==> src/rtl/palette_pkg.sv <==
`default_nettype none
// ============================================================================
// palette_pkg : shared RGB type, black constant and power-on palette.
// Rev 1.0
// ============================================================================
package palette_pkg;

    localparam int unsigned RGB_CH_W      = 8;
    localparam int unsigned DEFAULT_COUNT = 11;

    typedef struct packed {
        logic [RGB_CH_W-1:0] r;
        logic [RGB_CH_W-1:0] g;
        logic [RGB_CH_W-1:0] b;
    } rgb_t;

    localparam rgb_t BLACK = '0;

    localparam rgb_t DEFAULT_PALETTE [DEFAULT_COUNT] = '{
        24'hFF85ED, 24'h03FBFF, 24'h0004FF, 24'hFF9D00,
        24'hFCF003, 24'h02EB44, 24'hB402EB, 24'hDE0000,
        24'h181721, 24'h4A4861, 24'hFFFFFF
    };

    // Entries beyond the default table come up black.
    function automatic rgb_t default_entry(input int unsigned idx);
        rgb_t e;
        e = BLACK;
        for (int unsigned k = 0; k < DEFAULT_COUNT; k++) begin
            if (idx == k) begin
                e = DEFAULT_PALETTE[k];
            end
        end
        return e;
    endfunction

endpackage
`default_nettype wire

==> src/rtl/palette_regfile.sv <==
`default_nettype none
// ============================================================================
// palette_regfile : palette storage, one write port, combinational lookup port.
// Optional registered readback port when PALETTE_READBACK_EN is defined.
// Rev 1.0
// ============================================================================
module palette_regfile
    import palette_pkg::*;
#(
    parameter int unsigned COLOR_W     = RGB_CH_W,
    parameter int unsigned NUM_ENTRIES = 16,
    parameter int unsigned ADDR_W      = 4
) (
    input  logic                   Clk,
    input  logic                   Reset_n,
    input  logic                   we_i,
    input  logic [ADDR_W-1:0]      waddr_i,
    input  logic [3*COLOR_W-1:0]   wdata_i,
    input  logic [ADDR_W-1:0]      raddr_i,
    output logic [3*COLOR_W-1:0]   rdata_o
`ifdef PALETTE_READBACK_EN
    ,
    input  logic                   re_i,
    input  logic [ADDR_W-1:0]      rb_addr_i,
    output logic [3*COLOR_W-1:0]   rb_data_o
`endif
);

    localparam int unsigned DATA_W = 3 * COLOR_W;

    logic [DATA_W-1:0] mem_q [NUM_ENTRIES];
    logic              w_wr_hit;

    assign w_wr_hit = we_i && (32'(waddr_i) < NUM_ENTRIES);

    always_ff @(posedge Clk or negedge Reset_n) begin
        if (!Reset_n) begin
            for (int unsigned i = 0; i < NUM_ENTRIES; i++) begin
                mem_q[i] <= DATA_W'(default_entry(i));
            end
        end else if (w_wr_hit) begin
            mem_q[waddr_i] <= wdata_i;
        end
    end

    // Reads see the pre-edge contents, so a same-cycle write is not visible.
    assign rdata_o = (32'(raddr_i) < NUM_ENTRIES) ? mem_q[raddr_i] : '0;

`ifdef PALETTE_READBACK_EN
    logic [DATA_W-1:0] rb_data_q;

    always_ff @(posedge Clk or negedge Reset_n) begin
        if (!Reset_n) begin
            rb_data_q <= '0;
        end else if (re_i) begin
            rb_data_q <= (32'(rb_addr_i) < NUM_ENTRIES) ? mem_q[rb_addr_i] : '0;
        end
    end

    assign rb_data_o = rb_data_q;
`endif

endmodule
`default_nettype wire

==> src/rtl/palette_mapper.sv <==
`default_nettype none
// ============================================================================
// palette_mapper : two-stage colour-index -> RGB lookup with valid/ready.
// Optional macro PALETTE_READBACK_EN adds pal_re / pal_rdata readback.
// Rev 1.0
// ============================================================================
module palette_mapper
    import palette_pkg::*;
#(
    parameter  int unsigned INDEX_W     = 8,
    parameter  int unsigned COLOR_W     = RGB_CH_W,
    parameter  int unsigned NUM_ENTRIES = 16,
    localparam int unsigned ADDR_W      = (NUM_ENTRIES > 1) ? $clog2(NUM_ENTRIES) : 1
) (
    input  logic                   Clk,
    input  logic                   Reset_n,
    input  logic                   in_valid,
    output logic                   in_ready,
    input  logic [INDEX_W-1:0]     in_index,
    input  logic                   in_blank,
    output logic                   out_valid,
    input  logic                   out_ready,
    output logic [COLOR_W-1:0]     out_r,
    output logic [COLOR_W-1:0]     out_g,
    output logic [COLOR_W-1:0]     out_b,
    input  logic                   pal_we,
    input  logic [ADDR_W-1:0]      pal_addr,
    input  logic [3*COLOR_W-1:0]   pal_wdata
`ifdef PALETTE_READBACK_EN
    ,
    input  logic                   pal_re,
    output logic [3*COLOR_W-1:0]   pal_rdata
`endif
);

    localparam int unsigned DATA_W = 3 * COLOR_W;

    logic                w_advance;
    logic                w_in_range;
    logic [DATA_W-1:0]   w_pal_rdata;

    logic                s1_valid_q, s1_valid_d;
    logic [INDEX_W-1:0]  s1_index_q, s1_index_d;
    logic                s1_blank_q, s1_blank_d;
    logic                out_valid_q, out_valid_d;
    logic [DATA_W-1:0]   rgb_q, rgb_d;

    // Whole pipe moves as one; any stall at the output freezes both stages.
    assign w_advance  = !out_valid_q || out_ready;
    assign in_ready   = w_advance;
    assign w_in_range = 32'(s1_index_q) < NUM_ENTRIES;

    palette_regfile #(
        .COLOR_W     (COLOR_W),
        .NUM_ENTRIES (NUM_ENTRIES),
        .ADDR_W      (ADDR_W)
    ) u_regfile (
        .Clk       (Clk),
        .Reset_n   (Reset_n),
        .we_i      (pal_we),
        .waddr_i   (pal_addr),
        .wdata_i   (pal_wdata),
        .raddr_i   (s1_index_q[ADDR_W-1:0]),
        .rdata_o   (w_pal_rdata)
`ifdef PALETTE_READBACK_EN
        ,
        .re_i      (pal_re),
        .rb_addr_i (pal_addr),
        .rb_data_o (pal_rdata)
`endif
    );

    always_comb begin
        s1_valid_d  = s1_valid_q;
        s1_index_d  = s1_index_q;
        s1_blank_d  = s1_blank_q;
        out_valid_d = out_valid_q;
        rgb_d       = rgb_q;
        if (w_advance) begin
            s1_valid_d  = in_valid;
            s1_index_d  = in_index;
            s1_blank_d  = in_blank;
            out_valid_d = s1_valid_q;
            rgb_d       = (s1_blank_q || !w_in_range) ? DATA_W'(BLACK) : w_pal_rdata;
        end
    end

    always_ff @(posedge Clk or negedge Reset_n) begin
        if (!Reset_n) begin
            s1_valid_q  <= 1'b0;
            s1_index_q  <= '0;
            s1_blank_q  <= 1'b0;
            out_valid_q <= 1'b0;
            rgb_q       <= '0;
        end else begin
            s1_valid_q  <= s1_valid_d;
            s1_index_q  <= s1_index_d;
            s1_blank_q  <= s1_blank_d;
            out_valid_q <= out_valid_d;
            rgb_q       <= rgb_d;
        end
    end

    assign out_valid = out_valid_q;
    assign out_r     = rgb_q[3*COLOR_W-1 -: COLOR_W];
    assign out_g     = rgb_q[2*COLOR_W-1 -: COLOR_W];
    assign out_b     = rgb_q[COLOR_W-1:0];

endmodule
`default_nettype wire

==> config.mk <==
export PLATFORM = sky130hd
export DESIGN_NAME = palette_mapper
export DESIGN_NICKNAME = d
export VERILOG_FILES = /design/src/rtl/palette_pkg.sv /design/src/rtl/palette_regfile.sv /design/src/rtl/palette_mapper.sv
export SDC_FILE = /design/constraint.sdc
export NUM_CORES = 1
export LEC_CHECK = 0
export ABC_AREA = 1
export CORE_ASPECT_RATIO = 1.1
export CORE_UTILIZATION = 35
export CTS_CLUSTER_SIZE = 16
export DETAILED_ROUTE_END_ITERATION = 7
export PLACE_DENSITY = 0.55
export SLEW_MARGIN = 0
export SYNTH_ARGS = -nofsm -noshare
export SYNTH_HDL_FRONTEND = slang
export SYNTH_SLANG_ARGS = --single-unit
==> constraint.sdc <==
create_clock -name Clk -period 2.1 [get_ports Clk]
set_input_delay 0.42 -clock Clk [delete_from_list [all_inputs] [get_ports Clk]]
set_output_delay 0.42 -clock Clk [all_outputs]
set_load 0.01 [all_outputs]
==> impl_results.md, run 1 <==
* Max Fclk at 519 MHz
* CP bufs+invs at 1
* Max-Slew Margin vs Limit at 0.582
* Max-slew violations at 0
* Total track usage at 0.209
* Nets at 2,386
* Clock root buffer: clkbuf_16
* IO Pins at 68
* Via density at 5.15
* Htree depth at 2
* DP Area at 0.0208 mm^2
* Slowest stage delay, CP at 0.56 ns
* Clock Latency Late Sink at 0.59 ns
* Setup crit end: out_g[5]
* # setup viols final at 0
* Initial antenna violation count at 0
* Worst hold slack at 0.385 ns
* Critical path type: reg2out
* Switching Fraction at 0.295
* TritonCTS clock tree: done
* Sw power at 7140 uW
* Slowest CP cell: clkdlybuf4s50_1
* First-pass GRT wire length at 89,700 um
* Flop pwr share at 0.458
* Total CTS buffers at 47
* Final WL at 56,000 um
* Remaining Overflow, GRT at 0
* Worst Skew at 0.0264 ns
* Worst R2R Path Depth at 10
* Vias at 15,700
* Synth Area in Compound Gates at 0.104
* Area grow syn2layout at 18.3%
* Synthesized instance count at 2,333
* Synth warn at 0
* Startpoint types: flop
* Post-synthesis xor/xnor area fraction at 0
* Initial Utilization at 0.358
* Clock Sinks at 419
* FF+latch count, synth at 419
* Die Y at 246 um
* Die width at 224 um
* LEAKAGE at 0.0102 uW
* Tightest Pin Transition at 0.626 ns
* Hpwl dp at 33,200 um
* Mean routed wirelength per cell at 18.3 um
* Pwr/cell area at 1080 mW/mm^2
* Crit path DAT at 1.51 ns
* Sequential area share after synthesis at 0.564
* Synth cell types at 18
* Syn_area_per_cell at 8.10 um^2
* Pint at 17,000 uW
* Min cycle time layout at 1.93 ns
* Syn Nets at 2,375
* # DRC at 0
* Fin util at 0.423
* Synth Area in Adders at 0
* Required @ worst endpoint at 1.68 ns
* Worst Setup SP: rgb_q[13]
* Starting DRT DRC Count at 1,219
* Port Buf Inserts at 67
* Multi-input gate area at 0.00730 mm^2
* Largest family of logic cells by synthesized area: simple AND/OR/NAND/NOR gates
* RSZ-0062 raised after global routing: false
* R2R Setup Slk at 0.19 ns
* Simple-gate portion of the synthesized area at 0.277
* Levels on crit path at 1
* Vias in the first global route at 15,700
* Post-Syn Area at 0.0189 mm^2
* Max-cap viol count at 0
* Clock Path Buffers at 3
* Most frequent cells in the layout: nand2_1 (833), nand3_1 (289), dfrtp_1 (282)
* CP Max Fanout at 2
* Die Area at 0.0549 mm^2
* Clk slew on worst S/H paths at 0.06 ns
* Core Region at 0.0529 mm^2
* Multiplexer area fraction after synthesis at 0
* Setup crit end kind: primary output
* Status: finished clean
* Num rows at 88
* RD Place Congestion at 0.793
* Most common cell after layout, fill and taps aside: nand2_1
* Seq. cell area at 0.0107 mm^2
* Share of layout cells above drive strength 1 at 0.134
* Routed Antenna Nets at 0
* First-pass detailed-route iteration total at 6
* Largest net degree at the start of global routing at 64
* Combinational share of power at 0.193
* Max IR drop VDD at 0.596 mV
* Hold crit path type: in2async
* Reg-to-Reg End: rgb_q[19]
* CP delay by family, top: buffers and inverters
* Final Cycle Share at 0.918
* Layout fillers at 5,316
* Fin area at 0.0224 mm^2
* CP Cell Sequence: clkdlybuf4s50_1
* Reg-to-Reg Start: s1_index_q[0]
* Final Hold Viols at 0
* Clock network power share at 0.350
power groups by stage:
stage	registers [uW]	logic [uW]	clock network, uW
after global routing	11300	5350	8950
final	11100	4650	8440
after floorplan	10900	3160	0
after CTS	11000	4720	8630
after global placement	11100	4590	0
after detailed placement	11100	4700	0
layout make-up:
class | count | share of cell area
sequential | 419 | 0.477
clock inverter | 13 | 0.00694
tap | 675 | 0.0378
timing repair buffer | 150 | 0.0805
antenna | 1 | 0.000112
inverter | 42 | 0.00733
multi-input combinational | 1684 | 0.326
clock buffer | 75 | 0.0645
cell families (layout without fill, tap and decap cells):
family / count (synthesis) / in the layout
AOI/OAI and AO/OA: 392 / 392
other: 0 / 1
and+or+nand+nor: 1292 / 1292
DFF: 419 / 419
buffers and inverters: 230 / 280
what timing repair did:
action                                 in CTS  in global routing
resized for setup                           1                  0
endpoints found under the hold margin      22                  0
setup endpoints to repair                   1                  0
buffers inserted                            0                  0
hold buffers                                1                  0
how the worst min path moves through the flow:
stage | endpoint | slack [ns]
floorplan | out_valid | 0.12
global placement | u_regfile.mem_q[275] | 0.38
detailed placement | u_regfile.mem_q[321] | 0.38
CTS | s1_index_q[7] | 0.37
global route | s1_index_q[7] | 0.40
finish | u_regfile.mem_q[275] | 0.38
sequential cells by signal (all words and copies together) (netlist names):
register	flops
out_valid	1
rgb_q	24
s1_blank_q	1
s1_index_q	8
s1_valid_q	1
u_regfile.mem_q	384
synthesized netlist by cell type:
cell      instances  area share
o21ai_1           8      0.0021
clkbuf_1         74       0.015
dfstp_2         134        0.19
o21ai_0         240       0.064
inv_2             2     0.00040
inv_1            40      0.0079
nand3_1         293       0.078
buf_1             8      0.0016
nor3_4            1     0.00086
a21oi_1         144       0.038
nand2_1         839        0.17
nor4_2            1     0.00066
buf_6             7      0.0042
buf_2            98       0.026
nor2_1          157       0.031
nor3_2            1     0.00053
buf_4             1     0.00040
dfrtp_1         285        0.38
metal layers:
metal / global-route usage / routed length [um]
met1: 0.282 / 25300
met2: 0.346 / 26300
met3: 0.0264 / 2830
met4: 0.0673 / 1540
met5: 0 / 0
per-stage QoR:
stage          std cells  setup TNS (ns)  worst slack [ns]  total power [uW]
6_report            3059               0             0.172             24100
2_1_floorplan       2333               0             0.592             14100
3_3_place_gp        2969               0           0.00329             15700
3_5_place_dp        2969          -0.492           -0.0490             15800
4_1_cts             3058               0             0.135             24400
5_1_grt             3058               0            0.0749             25600
Note: power is estimated with default switching activity, not from simulation.
==> inputs of run 2 (changes only) <==
--- a/config.mk
+++ b/config.mk
@@ -7,10 +7,11 @@
 export LEC_CHECK = 0
 export ABC_AREA = 1
 export CORE_ASPECT_RATIO = 1.1
+export CORE_MARGIN = 8
 export CORE_UTILIZATION = 35
 export CTS_CLUSTER_SIZE = 16
 export DETAILED_ROUTE_END_ITERATION = 7
-export PLACE_DENSITY = 0.55
+export PLACE_DENSITY = 0.54
 export SLEW_MARGIN = 0
 export SYNTH_ARGS = -nofsm -noshare
 export SYNTH_HDL_FRONTEND = slang
==> run 2 against run 1 <==
  * Sequential power hardly changed
  * Core utilization is 0.70 points lower
  * Hold slack worse by 0.071 ns
  * Worst setup slack worse by 0.010 ns
  * Count of clock-buffer cells in the layout is 1 lower
  * Sequential share of layout area is 0.15 points higher
  * First-iteration DRC count is 11% higher
  * Die area is 12% higher
  * Non-clock buffer count is 7 lower
  * Critical path depth stayed put
  * Highest routed layer unchanged
==> impl_results.md, run 2 (synthesis results as in run 1) <==
* Fin util at 0.416
* Max-cap viol count at 0
* Startpoint types: flop
* Worst Setup SP: rgb_q[15]
* Total CTS buffers at 46
* First-pass GRT wire length at 89,200 um
* LEAKAGE at 0.0102 uW
* IO Pins at 68
* CP Max Fanout at 2
* Htree depth at 2
* Remaining Overflow, GRT at 0
* CP Cell Sequence: clkdlybuf4s50_1
* Min cycle time layout at 1.94 ns
* Clock Latency Late Sink at 0.58 ns
* Fin worst setup slack at 0.162 ns
* Starting DRT DRC Count at 1,348
* Max-Slew Margin vs Limit at 0.580
* Critical path type: reg2out
* Nets at 2,378
* Max-slew violations at 0
* Area grow syn2layout at 18.0%
* Max reg flops at 384
* Num rows at 89
* Tightest Pin Transition at 0.630 ns
* Slowest stage delay, CP at 0.60 ns
* Routed Antenna Nets at 0
* Worst Skew at 0.0192 ns
* Initial antenna violation count at 0
* Hpwl dp at 33,000 um
* RD Place Congestion at 0.790
* Total track usage at 0.182
* Seq. cell area at 0.0107 mm^2
* Pre-CTS setup slack at -0.0183 ns
* Most common cell after layout, fill and taps aside: nand2_1
* Via density at 5.07
* Multi-input gate area at 0.00730 mm^2
* Final Hold Viols at 0
* Max Fclk at 516 MHz
* # DRC at 0
* Status: finished clean
* First-pass detailed-route iteration total at 7
* Final Cycle Share at 0.923
* CP bufs+invs at 1
* Pwr/cell area at 1060 mW/mm^2
* Hold crit path type: in2async
* Setup crit end kind: primary output
* Die Area at 0.0617 mm^2
* Most frequent cells in the layout: nand2_1 (833), nand3_1 (289), dfrtp_1 (282)
* Clock root buffer: clkbuf_16
* Slowest CP cell: clkdlybuf4s50_1
* Final WL at 55,700 um
* Reg-to-Reg Start: s1_index_q[0]
* Core Region at 0.0536 mm^2
* Largest net degree at the start of global routing at 99
* Required @ worst endpoint at 1.68 ns
* Crit path DAT at 1.52 ns
* TritonCTS clock tree: done
* Vias in the first global route at 15,400
* Levels on crit path at 1
* Clock Sinks at 419
* Clk slew on worst S/H paths at 0.06 ns
* Largest reg by FF count: u_regfile.mem_q
* RSZ-0062 raised after global routing: false
* CP delay by family, top: buffers and inverters
* Clock Path Buffers at 3
* ANT cells at 0
* Biggest regs: u_regfile.mem_q (384), rgb_q (24), s1_index_q (8)
* Initial Utilization at 0.353
* R2R Setup Slk at 0.22 ns
* Die width at 238 um
* Max IR drop VDD at 0.590 mV
* Mean routed wirelength per cell at 18.0 um
* # setup viols final at 0
* Vias at 15,700
* Port Buf Inserts at 67
* Post-CTS Setup Bufs at 0
* Worst R2R Path Depth at 9
* Share of layout cells above drive strength 1 at 0.131
* Die Y at 260 um
* Layout fillers at 5,340
## run 2: cell count changes in the layout (fill, tap and decap cells not counted), moves of 2 or more
cell,change
buf_4,-8
bufinv_16,-3
clkbuf_8,-2
clkinv_2,+3
## run 2: path summary, 6_finish.rpt
check,endpoint
setup / recovery,out_g[7]
hold / removal,u_regfile.mem_q[201]
setup reg to reg,rgb_q[18]
hold reg to reg,out_valid
max in group asynchronous,s1_index_q[2]
min in group Clk,s1_index_q[7]
## run 2: cell type report
type,count,area share
inverters,42,0.00735
well taps,728,0.0409
clock inverters,12,0.00281
flip-flops and latches,419,0.478
multi-input cells,1684,0.327
repair buffers,143,0.0790
clock buffers,74,0.0646
## run 2: layer usage
layer,global-route usage,vias to the layer above,part of all wire
met5,0,-,0
met4,0.0723,0,0.035
met3,0.0262,87,0.051
met2,0.287,412,0.45
met1,0.253,7676,0.46
li1,-,7558,-
## run 2: power by group
part,leakage [uW],switching (uW),internal (uW),total [uW]
Combinational,0.00445,2830,1750,4590
Sequential,0.00496,885,10200,11000
Clock,0.000749,3280,4690,7970
## run 2: metrics by stage
stage / area (um^2) / TNS, ns / hold slack [ns] / power [uW] / cells
6_report: 22300 / 0 / 0.314 / 23600 / 3102
5_1_grt: 22300 / 0 / 0.317 / 25100 / 3102
4_1_cts: 22300 / 0 / 0.293 / 23900 / 3102
3_5_place_dp: 20800 / -0.0652 / 0.308 / 15800 / 3015
3_3_place_gp: 20800 / 0 / 0.308 / 15600 / 3015
2_1_floorplan: 18900 / 0 / 0.124 / 14100 / 2333
## run 2: what timing repair did
item | 4_1_cts | 5_1_grt
hold buffers | 1 | 0
hold endpoints to repair | 20 | 0
endpoints found under the setup margin | 1 | 0
gates resized for setup | 1 | 0
==> inputs of run 3 (changes only) <==
--- a/config.mk
+++ b/config.mk
@@ -7,7 +7,7 @@
 export LEC_CHECK = 0
 export ABC_AREA = 1
 export CORE_ASPECT_RATIO = 1.1
-export CORE_MARGIN = 8
+export CORE_MARGIN = 2
 export CORE_UTILIZATION = 35
 export CTS_CLUSTER_SIZE = 16
 export DETAILED_ROUTE_END_ITERATION = 7
==> run 3 against run 2 <==
  * Worst setup slack improved by 0.010 ns
  * Register-to-register slack barely moved
  * Cell count up 0.68%
  * Flip-flop and latch count is the same
  * Hold slack improved by 0.0051 ns
  * Cell area grew 1.1%
  * Non-clock buffer count grew 19
  * Critical path depth unchanged
  * Sequential power is essentially flat
  * Clock power rose by 2%
  * Routed wire length is 1.5% higher
  * Critical path type unchanged
  * Critical endpoint is now out_g[5]
  * Largest cell class unchanged
==> impl_results.md, run 3 (synthesis results as in run 1) <==
* Status: finished clean
* Slowest stage delay, CP at 0.55 ns
* Final Hold Viols at 0
* # DRC at 0
* LEAKAGE at 0.0103 uW
* Vias in the first global route at 15,500
* Total track usage at 0.207
* GR peak layer: met2
* Clock root buffer: clkbuf_16
* Tightest Pin Transition at 0.635 ns
* Vias at 15,800
* IO Pins at 68
* Max-cap viol count at 0
* Hold crit path type: in2async
* TritonCTS clock tree: done
* Via density at 5.05
* Max-slew violations at 0
* Share of layout cells above drive strength 1 at 0.134
* Post-CTS Setup Bufs at 0
* Clk slew on worst S/H paths at 0.06 ns
* Largest net degree at the start of global routing at 81
* Setup crit end kind: primary output
* Met3 Use GR at 0.0295
* RSZ-0062 raised after global routing: false
* Remaining Overflow, GRT at 0
* First-pass detailed-route iteration total at 5
* Starting DRT DRC Count at 1,408
* ANT cells at 0
* Clock Sinks at 419
* Final Cycle Share at 0.918
* Startpoint types: flop
* Mean routed wirelength per cell at 18.1 um
* CP Max Fanout at 2
* Max reg flops at 384
* Final WL at 56,600 um
* Hpwl dp at 33,900 um
* First-pass GRT wire length at 89,700 um
* Total CTS buffers at 48
* GR Util met1 at 0.288
* Critical path type: reg2out
* Die width at 226 um
* Die Area at 0.0559 mm^2
* Largest reg by FF count: u_regfile.mem_q
* Met2 usage at 0.335
* Crit path DAT at 1.51 ns
* Pre-CTS setup slack at -0.0396 ns
* Num rows at 89
* Max IR drop VDD at 0.522 mV
* Area grow syn2layout at 19.2%
* Port Buf Inserts at 67
* Clock Latency Late Sink at 0.59 ns
* Max-Slew Margin vs Limit at 0.576
* Die Y at 248 um
* CP Cell Sequence: clkdlybuf4s50_1
* Required @ worst endpoint at 1.68 ns
* Biggest regs: u_regfile.mem_q (384), rgb_q (24), s1_index_q (8)
* Pwr/cell area at 1060 mW/mm^2
* RD Place Congestion at 0.801
* Most common cell after layout, fill and taps aside: nand2_1
* Slowest CP cell: clkdlybuf4s50_1
* CP delay by family, top: buffers and inverters
* Core Region at 0.0536 mm^2
* Max Fclk at 519 MHz
* # setup viols final at 0
* Worst Skew at 0.0159 ns
* Fin worst setup slack at 0.172 ns
* Min cycle time layout at 1.93 ns
* Nets at 2,399
* Initial antenna violation count at 0
* Most frequent cells in the layout: nand2_1 (833), nand3_1 (289), dfrtp_1 (282)
* Clock Path Buffers at 3
* CP bufs+invs at 1
* Htree depth at 2
* Routed Antenna Nets at 0
* Fin util at 0.421
* Initial Utilization at 0.353
-- run 3: timing repair --
item                                    CTS  global route
hold buffers                              1             0
gates resized for setup                   1             0
hold endpoints to repair                 27             0
endpoints found under the setup margin    1             0
-- run 3: final timing paths --
kind | slack [ns] | from | cells past startpoint | to
max | 0.17 | rgb_q[13] | 1 | out_g[5]
min | 0.32 | Reset_n | 2 | u_regfile.mem_q[59]
max reg2reg | 0.21 | s1_index_q[0] | 10 | rgb_q[5]
min reg2reg | 0.46 | s1_valid_q | 2 | out_valid
max in group asynchronous | 0.93 | Reset_n | 4 | u_regfile.mem_q[310]
min in group Clk | 0.39 | in_index[6] | 3 | s1_index_q[6]
-- run 3: layout make-up --
cell class / count / area [um^2]
well taps: 728 / 911
repair buffers: 162 / 1990
fillers: 5402 / 31000
clock buffers: 82 / 1450
inverters: 42 / 164
flip-flops and latches: 419 / 10700
clock inverters: 6 / 57.6
multi-input cells: 1684 / 7300
-- run 3: per-layer routing --
metal | vias up | wire length, um
met2 | 408 | 26000
li1 | 7599 | -
met4 | 0 | 1750
met1 | 7666 | 26100
met3 | 89 | 2760
met5 | - | 0
-- run 3: per-stage QoR --
| step | cells | hold WS [ns] | TNS [ns] | total power, uW | cell area [um^2] |
|---|---|---|---|---|---|
| floorplan | 2333 | 0.124 | 0 | 14100 | 18900 |
| global placement | 3034 | 0.330 | -0.107 | 15700 | 21000 |
| detailed placement | 3034 | 0.329 | -0.573 | 15900 | 21000 |
| CTS | 3123 | 0.311 | 0 | 24100 | 22500 |
| global route | 3123 | 0.330 | 0 | 25200 | 22500 |
| finish | 3123 | 0.319 | 0 | 23900 | 22500 |
-- run 3: power breakdown --
part | internal, uW | switching [uW]
clock | 4780 | 3330
combinational | 1820 | 2890
sequential | 10200 | 891
total | 16800 | 7110
